[config.mk]
export PLATFORM = sky130hd
export DESIGN_NAME = elevator_car
export DESIGN_NICKNAME = d
export VERILOG_FILES = /design/src/rtl/elevator_car.sv
export SDC_FILE = /design/constraint.sdc
export NUM_CORES = 1
export LEC_CHECK = 0
export BUFFER_PORTS_ARGS = -buffer_cell sky130_fd_sc_hd__buf_2
export CORE_UTILIZATION = 51
export DETAILED_ROUTE_END_ITERATION = 8
export HOLD_SLACK_MARGIN = 0.03
export PLACE_DENSITY = 0.69
export SLEW_MARGIN = 20
export SYNTH_ARGS = -nofsm -noshare
export SYNTH_HDL_FRONTEND = slang
export SYNTH_SLANG_ARGS = --single-unit
[constraint.sdc]
create_clock -name clk -period 4.9 [get_ports clk]
set_input_delay 0.735 -clock clk [delete_from_list [all_inputs] [get_ports clk]]
set_output_delay 0.735 -clock clk [all_outputs]
set_load 0.02 [all_outputs]
[src/rtl/elevator_car.sv]
// elevator_car
// ------------
// Car-and-shaft plant for the elevator controller. Takes the controller's
// motion and door commands, moves a model car between floors 1..3 with a
// fixed travel time per floor, runs a timed door, and reports arrival,
// position and door status back. Illegal commands raise a sticky fault.
//
// Parameters
//   TRAVEL_CYCLES  cycles to move one floor (>= 1)
//   DOOR_CYCLES    cycles to fully open or fully close the door (>= 1)
//
// Ports
//   clk                 in   system clock, rising edge
//   rst                 in   synchronous, active-low reset
//   elevator_direction  in   2  00 stop, 01 up, 10 down, 11 illegal
//   door_open           in   1  1 = open / hold open, 0 = close
//   elevator_arrived    out  1  one-cycle pulse on reaching a floor
//   floor_sensor        out  3  one-hot position, 000 between floors
//   current_floor       out  2  last floor reached, 1..3
//   moving              out  1  car is travelling
//   door_closed         out  1  door fully closed
//   cmd_fault           out  1  sticky illegal-command flag
module elevator_car #(
  parameter int TRAVEL_CYCLES = 4,
  parameter int DOOR_CYCLES   = 3
) (
  input  logic       clk,
  input  logic       rst,
  input  logic [1:0] elevator_direction,
  input  logic       door_open,
  output logic       elevator_arrived,
  output logic [2:0] floor_sensor,
  output logic [1:0] current_floor,
  output logic       moving,
  output logic       door_closed,
  output logic       cmd_fault
);

  localparam int MAX_CYCLES = (TRAVEL_CYCLES > DOOR_CYCLES) ? TRAVEL_CYCLES : DOOR_CYCLES;
  localparam int CW         = $clog2(MAX_CYCLES + 1);

  localparam logic [CW-1:0] TRAVEL_LAST = CW'(TRAVEL_CYCLES - 1);
  localparam logic [CW-1:0] DOOR_LAST   = CW'(DOOR_CYCLES - 1);

  localparam logic [1:0] DIR_STOP    = 2'b00;
  localparam logic [1:0] DIR_UP      = 2'b01;
  localparam logic [1:0] DIR_DOWN    = 2'b10;
  localparam logic [1:0] DIR_ILLEGAL = 2'b11;

  typedef enum logic [2:0] {
    PARKED,
    MOVE,
    DOOR_OPENING,
    DOOR_HELD,
    DOOR_CLOSING
  } state_t;

  state_t        state;
  logic [CW-1:0] cnt;
  logic          dir_up;

  function automatic logic [2:0] onehot(input logic [1:0] floor);
    return 3'b001 << (floor - 2'd1);
  endfunction

  // The counter counts the edges already spent in the current state; an
  // action lasting N cycles completes on the edge where it reads N-1, so it
  // never exceeds its limit and never wraps.
  always_ff @(posedge clk) begin
    // NOTE: reset is synchronous and sampled on the clock edge; every
    // register in this block is state, so all assignments are non-blocking.
    if (!rst) begin
      state            <= PARKED;
      cnt              <= '0;
      dir_up           <= 1'b0;
      elevator_arrived <= 1'b0;
      floor_sensor     <= 3'b001;
      current_floor    <= 2'd1;
      moving           <= 1'b0;
      door_closed      <= 1'b1;
      cmd_fault        <= 1'b0;
    end else begin
      elevator_arrived <= 1'b0;

      // Any motion request with the door not fully closed is rejected.
      if (!door_closed && elevator_direction != DIR_STOP) cmd_fault <= 1'b1;

      case (state)
        PARKED: begin
          if (door_open) begin
            state       <= DOOR_OPENING;
            cnt         <= '0;
            door_closed <= 1'b0;
          end else if (elevator_direction == DIR_UP && current_floor != 2'd3) begin
            state        <= MOVE;
            cnt          <= '0;
            dir_up       <= 1'b1;
            moving       <= 1'b1;
            floor_sensor <= 3'b000;
          end else if (elevator_direction == DIR_DOWN && current_floor != 2'd1) begin
            state        <= MOVE;
            cnt          <= '0;
            dir_up       <= 1'b0;
            moving       <= 1'b1;
            floor_sensor <= 3'b000;
          end else if (elevator_direction != DIR_STOP) begin
            // Up at the top, down at the bottom, or the illegal code.
            cmd_fault <= 1'b1;
          end
        end

        MOVE: begin
          // The latched direction rules; new commands are only checked.
          if (door_open || elevator_direction == DIR_ILLEGAL) cmd_fault <= 1'b1;
          if (cnt == TRAVEL_LAST) begin
            state            <= PARKED;
            cnt              <= '0;
            moving           <= 1'b0;
            elevator_arrived <= 1'b1;
            if (dir_up) begin
              current_floor <= current_floor + 2'd1;
              floor_sensor  <= onehot(current_floor + 2'd1);
            end else begin
              current_floor <= current_floor - 2'd1;
              floor_sensor  <= onehot(current_floor - 2'd1);
            end
          end else begin
            cnt <= cnt + 1'b1;
          end
        end

        DOOR_OPENING: begin
          if (cnt == DOOR_LAST) begin
            state <= DOOR_HELD;
            cnt   <= '0;
          end else begin
            cnt <= cnt + 1'b1;
          end
        end

        DOOR_HELD: begin
          if (!door_open) begin
            state <= DOOR_CLOSING;
            cnt   <= '0;
          end
        end

        DOOR_CLOSING: begin
          // Safety reopen takes priority, even on the final closing cycle.
          if (door_open) begin
            state <= DOOR_OPENING;
            cnt   <= '0;
          end else if (cnt == DOOR_LAST) begin
            state       <= PARKED;
            cnt         <= '0;
            door_closed <= 1'b1;
          end else begin
            cnt <= cnt + 1'b1;
          end
        end

        default: begin
          state <= PARKED;
          cnt   <= '0;
        end
      endcase
    end
  end

endmodule

# --- Word level (Yosys, flattened, before mapping) ---
# Index checks and enable logic that the tools add are counted.
op_classes:
  n_shift: 2
  add_sub_neg: 5
  eq_ne: 21
  reduce_logical: 17
  muxes: 41
  bitwise: 1
ops:
  columns: ["cell", "count"]
  rows:
  - ["$mux W3", 18]
  - ["$pmux W3 S5", 2]
  - ["$mux W1", 16]
  - ["$ne A2 B2 Y1 const B", 8]
  - ["$eq A3 B2 Y1 const B", 4]
  - ["$reduce_and A4 Y1", 2]
  - ["$reduce_bool A2 Y1", 4]
  - ["$ne A3 B3 Y1 const B", 2]
  - ["$pmux W1 S2", 3]
  - ["$pmux W3 S2", 1]
  - ["$reduce_and A2 Y1", 3]
  - ["$shl A1 B2 Y3 const A", 2]
  - ["$sub A2 B1 Y2 const B", 3]
  - ["$reduce_and A5 Y1", 1]
  - ["$eq A2 B2 Y1 const B", 2]
  - ["$ne A4 B4 Y1 const B", 1]
  - ["$add A3 B1 Y3 const B", 1]
  - ["$eq A3 B1 Y1 const B", 1]
  - ["$eq A3 B3 Y1 const B", 1]
  - ["$logic_and A1 B1 Y1", 3]
  - ["$logic_not A3 Y1", 1]
  - ["$reduce_and A3 Y1", 1]
  - ["$add A2 B1 Y2 const B", 1]
  - ["$eq A2 B1 Y1 const B", 1]
  - ["5 further kinds", 5]
word_totals:
  out_inout_bits: 9
  reg_bits: 16
  in_bits: 5

# --- Depth between registers and ports, before layout ---
logic_depth:
  word_depth: 8
  mapped_depth: 6

# --- Worst setup path after synthesis ---
# No wires, ideal clock.
synth_path:
  kind: "input to register"
  startpoint: "input door_open"
  endpoint: "register floor_sensor[2]"
  setup_time_ps: 60
  arrival_ps: 1735
  stages: 5
  setup_slack_ps: 3105
  cell_sequence: "clkbuf_1 > nor4_2 > o21ai_1 > a2111oi_2 > a41o_1"
synth_between:
  elab_chain_len: 2
synth_rtl:
  columns: ["element", "line", "source"]
  rows:
  - ["start: declaration", "30", "input logic door_open,"]
  - ["$ne A2 B2 Y1 (no source line)", null, null]
  - ["$reduce_and A4 Y1 (no source line)", null, null]
  - ["end signal: assignment", "122", "floor_sensor <= onehot(current_floor + 2'd1);"]
  - ["end signal: assignment", "125", "floor_sensor <= onehot(current_floor - 2'd1);"]
  - ["end: declaration", "32", "output logic [2:0] floor_sensor,"]
# No other way between the ends.
# A chain may end at the register's enable or synchronous reset.

# --- Worst setup path in the final report ---
layout_path:
  startpoint: "register current_floor[0]"
  endpoint: "output current_floor[0]"
layout_lines:
  columns: ["element", "line", "source"]
  rows:
  - ["start: declaration", "33", "output logic [1:0] current_floor,"]
  - ["start signal: assignment", "121", "current_floor <= current_floor + 2'd1;"]
  - ["start signal: assignment", "124", "current_floor <= current_floor - 2'd1;"]
# No word-level cell between the ends.

==> run metrics <==
Worst-Skew Late Latency 0.28 ns; period utilization 0.3520; top sig layer met4; CORE AREA 0.001541 mm2; Sw Ratio 0.2789; # port buffers 13; sequential share of power 0.521; CP delay by family, top flip-flops; Synth Register Bits 16; 1st-iter DRT viols 3; DR vias 719; FP Rows 14; Post-Syn Instances 96; cell area after layout approximately 970 um2; share of cells above drive strength 1 0.2091; Relative slew margins 0.6959; root buffer selected by CTS clkbuf_4; outcome completed; clock network fraction of total power 0.302; vias in the first global route 657; clock-pin slew on the worst setup and hold paths 0.09 ns; clock skew 0.003506 ns; Crit Path Max Fanout 7; switching pwr 0.07918 mW; PostCTS Resize Cnt 0; Worst setup SP type flop; Setup TNS 0 ns; post-cts hold buffer count 0; DRC viols 0; worst hold slack 0.4440 ns; Post-DP Area 929.6 um2; Final setup viols 0; CP Data Required Time 4.16 ns; top-count cell post-synth dfxtp_1; Post-synth top cells 16 x dfxtp_1, 8 x inv_1, 7 x a21oi_1, 7 x nand2_1; Worst Max-Slew Pin Slew between 0.4 and 0.5 ns; max cap viols 0; clk sinks 16; Synth Warn # 0; met1 wire length roughly 790 um; Final ANT Viol Nets 0; Slew Limit Fails 0; Max clock buf depth 2; static leakage ~0.43 nW; post-DR vias/cell 5.706; global-route wire length before repair 2753 um; detailed placer's ending HPWL 1204 um; Peak supply drop around 0.00023 V; FMAX roughly 580 MHz; PD cells 293.9 mW/mm2; Syn Nets 107; Final min period 1.725 ns; synthesized cell area 857.1 um2; Total Wirelength 1592 um; CTS tree yes; Die Span Y around 43 um; post-synthesis cell type count 38; slowest cell delay on critical path slightly below 0.5 ns; Tot GR Track Use 0.1947; initial antenna violation count 0; CP Class reg2out; fraction of the yosys area taken by sequential cells 0.3737; wire per inst 12.63 um; CTS Buf Count 3; worst path cell trace buf_2; Post-synth EDFFs 0; Pint 0.2047 mW; # H-tree levels 1; largest net degree at the start of global routing 11; Synth Flop Type dfxtp_1; number of diodes 0; Layout area overhead 12.70%; # Post-CTS Setup Buffers 0; Hold/Removal Path Class reg2reg; Yosys top cell area share 0.3737; Final #Nets 122; CP bufs+invs 1; combinational cell fraction of total power 0.177; Hold Fails Final Rpt 0; Starting Density 0.5560; Avg Inst Size Synth 8.928 um2; RSZ-0062 raised after global routing false; cell accounting for the most synthesized area dfxtp_1; chip width ~43 um; Worst Setup End Kind primary output; Die ar. 0.001849 mm2; Async SR Flop Fraction 0; met2 WL post-DR 744 um; slowest stage cell on the critical path dfxtp_1; # IOs 14; Synth area leaders dfxtp_1 37%, ha_1 8.8%, a21oi_1 4.1%, inv_1 3.5%, nand2_1 3.1%; met3 wire length 43 um; RePlAce Congestion 0.7331; TritonRoute pass-1 iters 4; global route overflow 0; Tot Pwr 0.2839 mW; Worst EP arrival 0.99 ns
-- power groups by stage --
stage	registers (mW)	clock network (mW)	logic [mW]
6_report	0.148	0.0859	0.0501
5_1_grt	0.150	0.0931	0.0571
4_1_cts	0.148	0.0886	0.0506
3_5_place_dp	0.151	0	0.0504
3_3_place_gp	0.150	0	0.0493
2_1_floorplan	0.151	0	0.0370
-- metrics by stage --
step / utilization / setup WS, ns / instances
4_1_cts: 0.6266 / 3.152 / 126
3_3_place_gp: 0.6031 / 2.968 / 122
2_1_floorplan: - / 3.105 / 96
5_1_grt: 0.6266 / 2.988 / 126
6_report: 0.6266 / 3.175 / 126
3_5_place_dp: 0.6031 / 2.916 / 122
-- cell type report --
| cell class | instances | area, um2 |
|---|---|---|
| repair buffers | 13 | 65.06 |
| fillers | 147 | 575.6 |
| clock buffers | 4 | 36.28 |
| inverters | 8 | 30.03 |
| flip-flops and latches | 16 | 320.3 |
| well taps | 16 | 20.02 |
| multi-input cells | 69 | 494.2 |
-- flip-flops by register name (all words and copies together) (netlist names) --
| name | cells |
|---|---|
| cmd_fault | 1 |
| cnt | 3 |
| current_floor | 2 |
| dir_up | 1 |
| door_closed | 1 |
| elevator_arrived | 1 |
| floor_sensor | 3 |
| moving | 1 |
| state | 3 |
-- worst paths after layout --
path	from	cells after the start	to	slack (ns)
worst min-delay path	moving	2	moving	0.44
worst max-delay path	current_floor[0]	1	current_floor[0]	3.18
worst max register to register	current_floor[0]	5	floor_sensor[2]	3.18
worst min register to register	moving	2	moving	0.44
-- worst min-delay path, delay by kind of cell, from the launching register on --
kind            cells  cell delay (ns)
flops               1             0.32
buf+inv             1             0.04
compound gates      1             0.05
-- cells by family after synthesis --
family,synth area share
buffers and inverters,0.04963
adders and majority gates,0.08759
AOI/OAI and AO/OA,0.2073
xor gates and xnor gates,0.02044
DFF,0.3737
muxes,0.01168
and+or+nand+nor,0.2497
-- metal layers --
layer	global-route usage	vias up
li1	-	368
met1	0.2684	339
met2	0.3000	10
met3	0.02553	2
met4	0.09091	0
met5	0	-
-- layout by cell type, fill, tap and decap left out, types with 2 or more instances in the layout --
cell / instances
xor2_1: 2
o21ai_0: 4
dfxtp_1: 16
o31a_1: 2
a21oi_1: 7
ha_1: 6
nor2b_1: 2
nor3b_1: 3
inv_1: 8
clkbuf_4: 3
nand2b_1: 3
nand3_1: 4
nand2_1: 7
buf_2: 13
nor2_1: 6
Note: power is estimated with default switching activity, not from simulation.
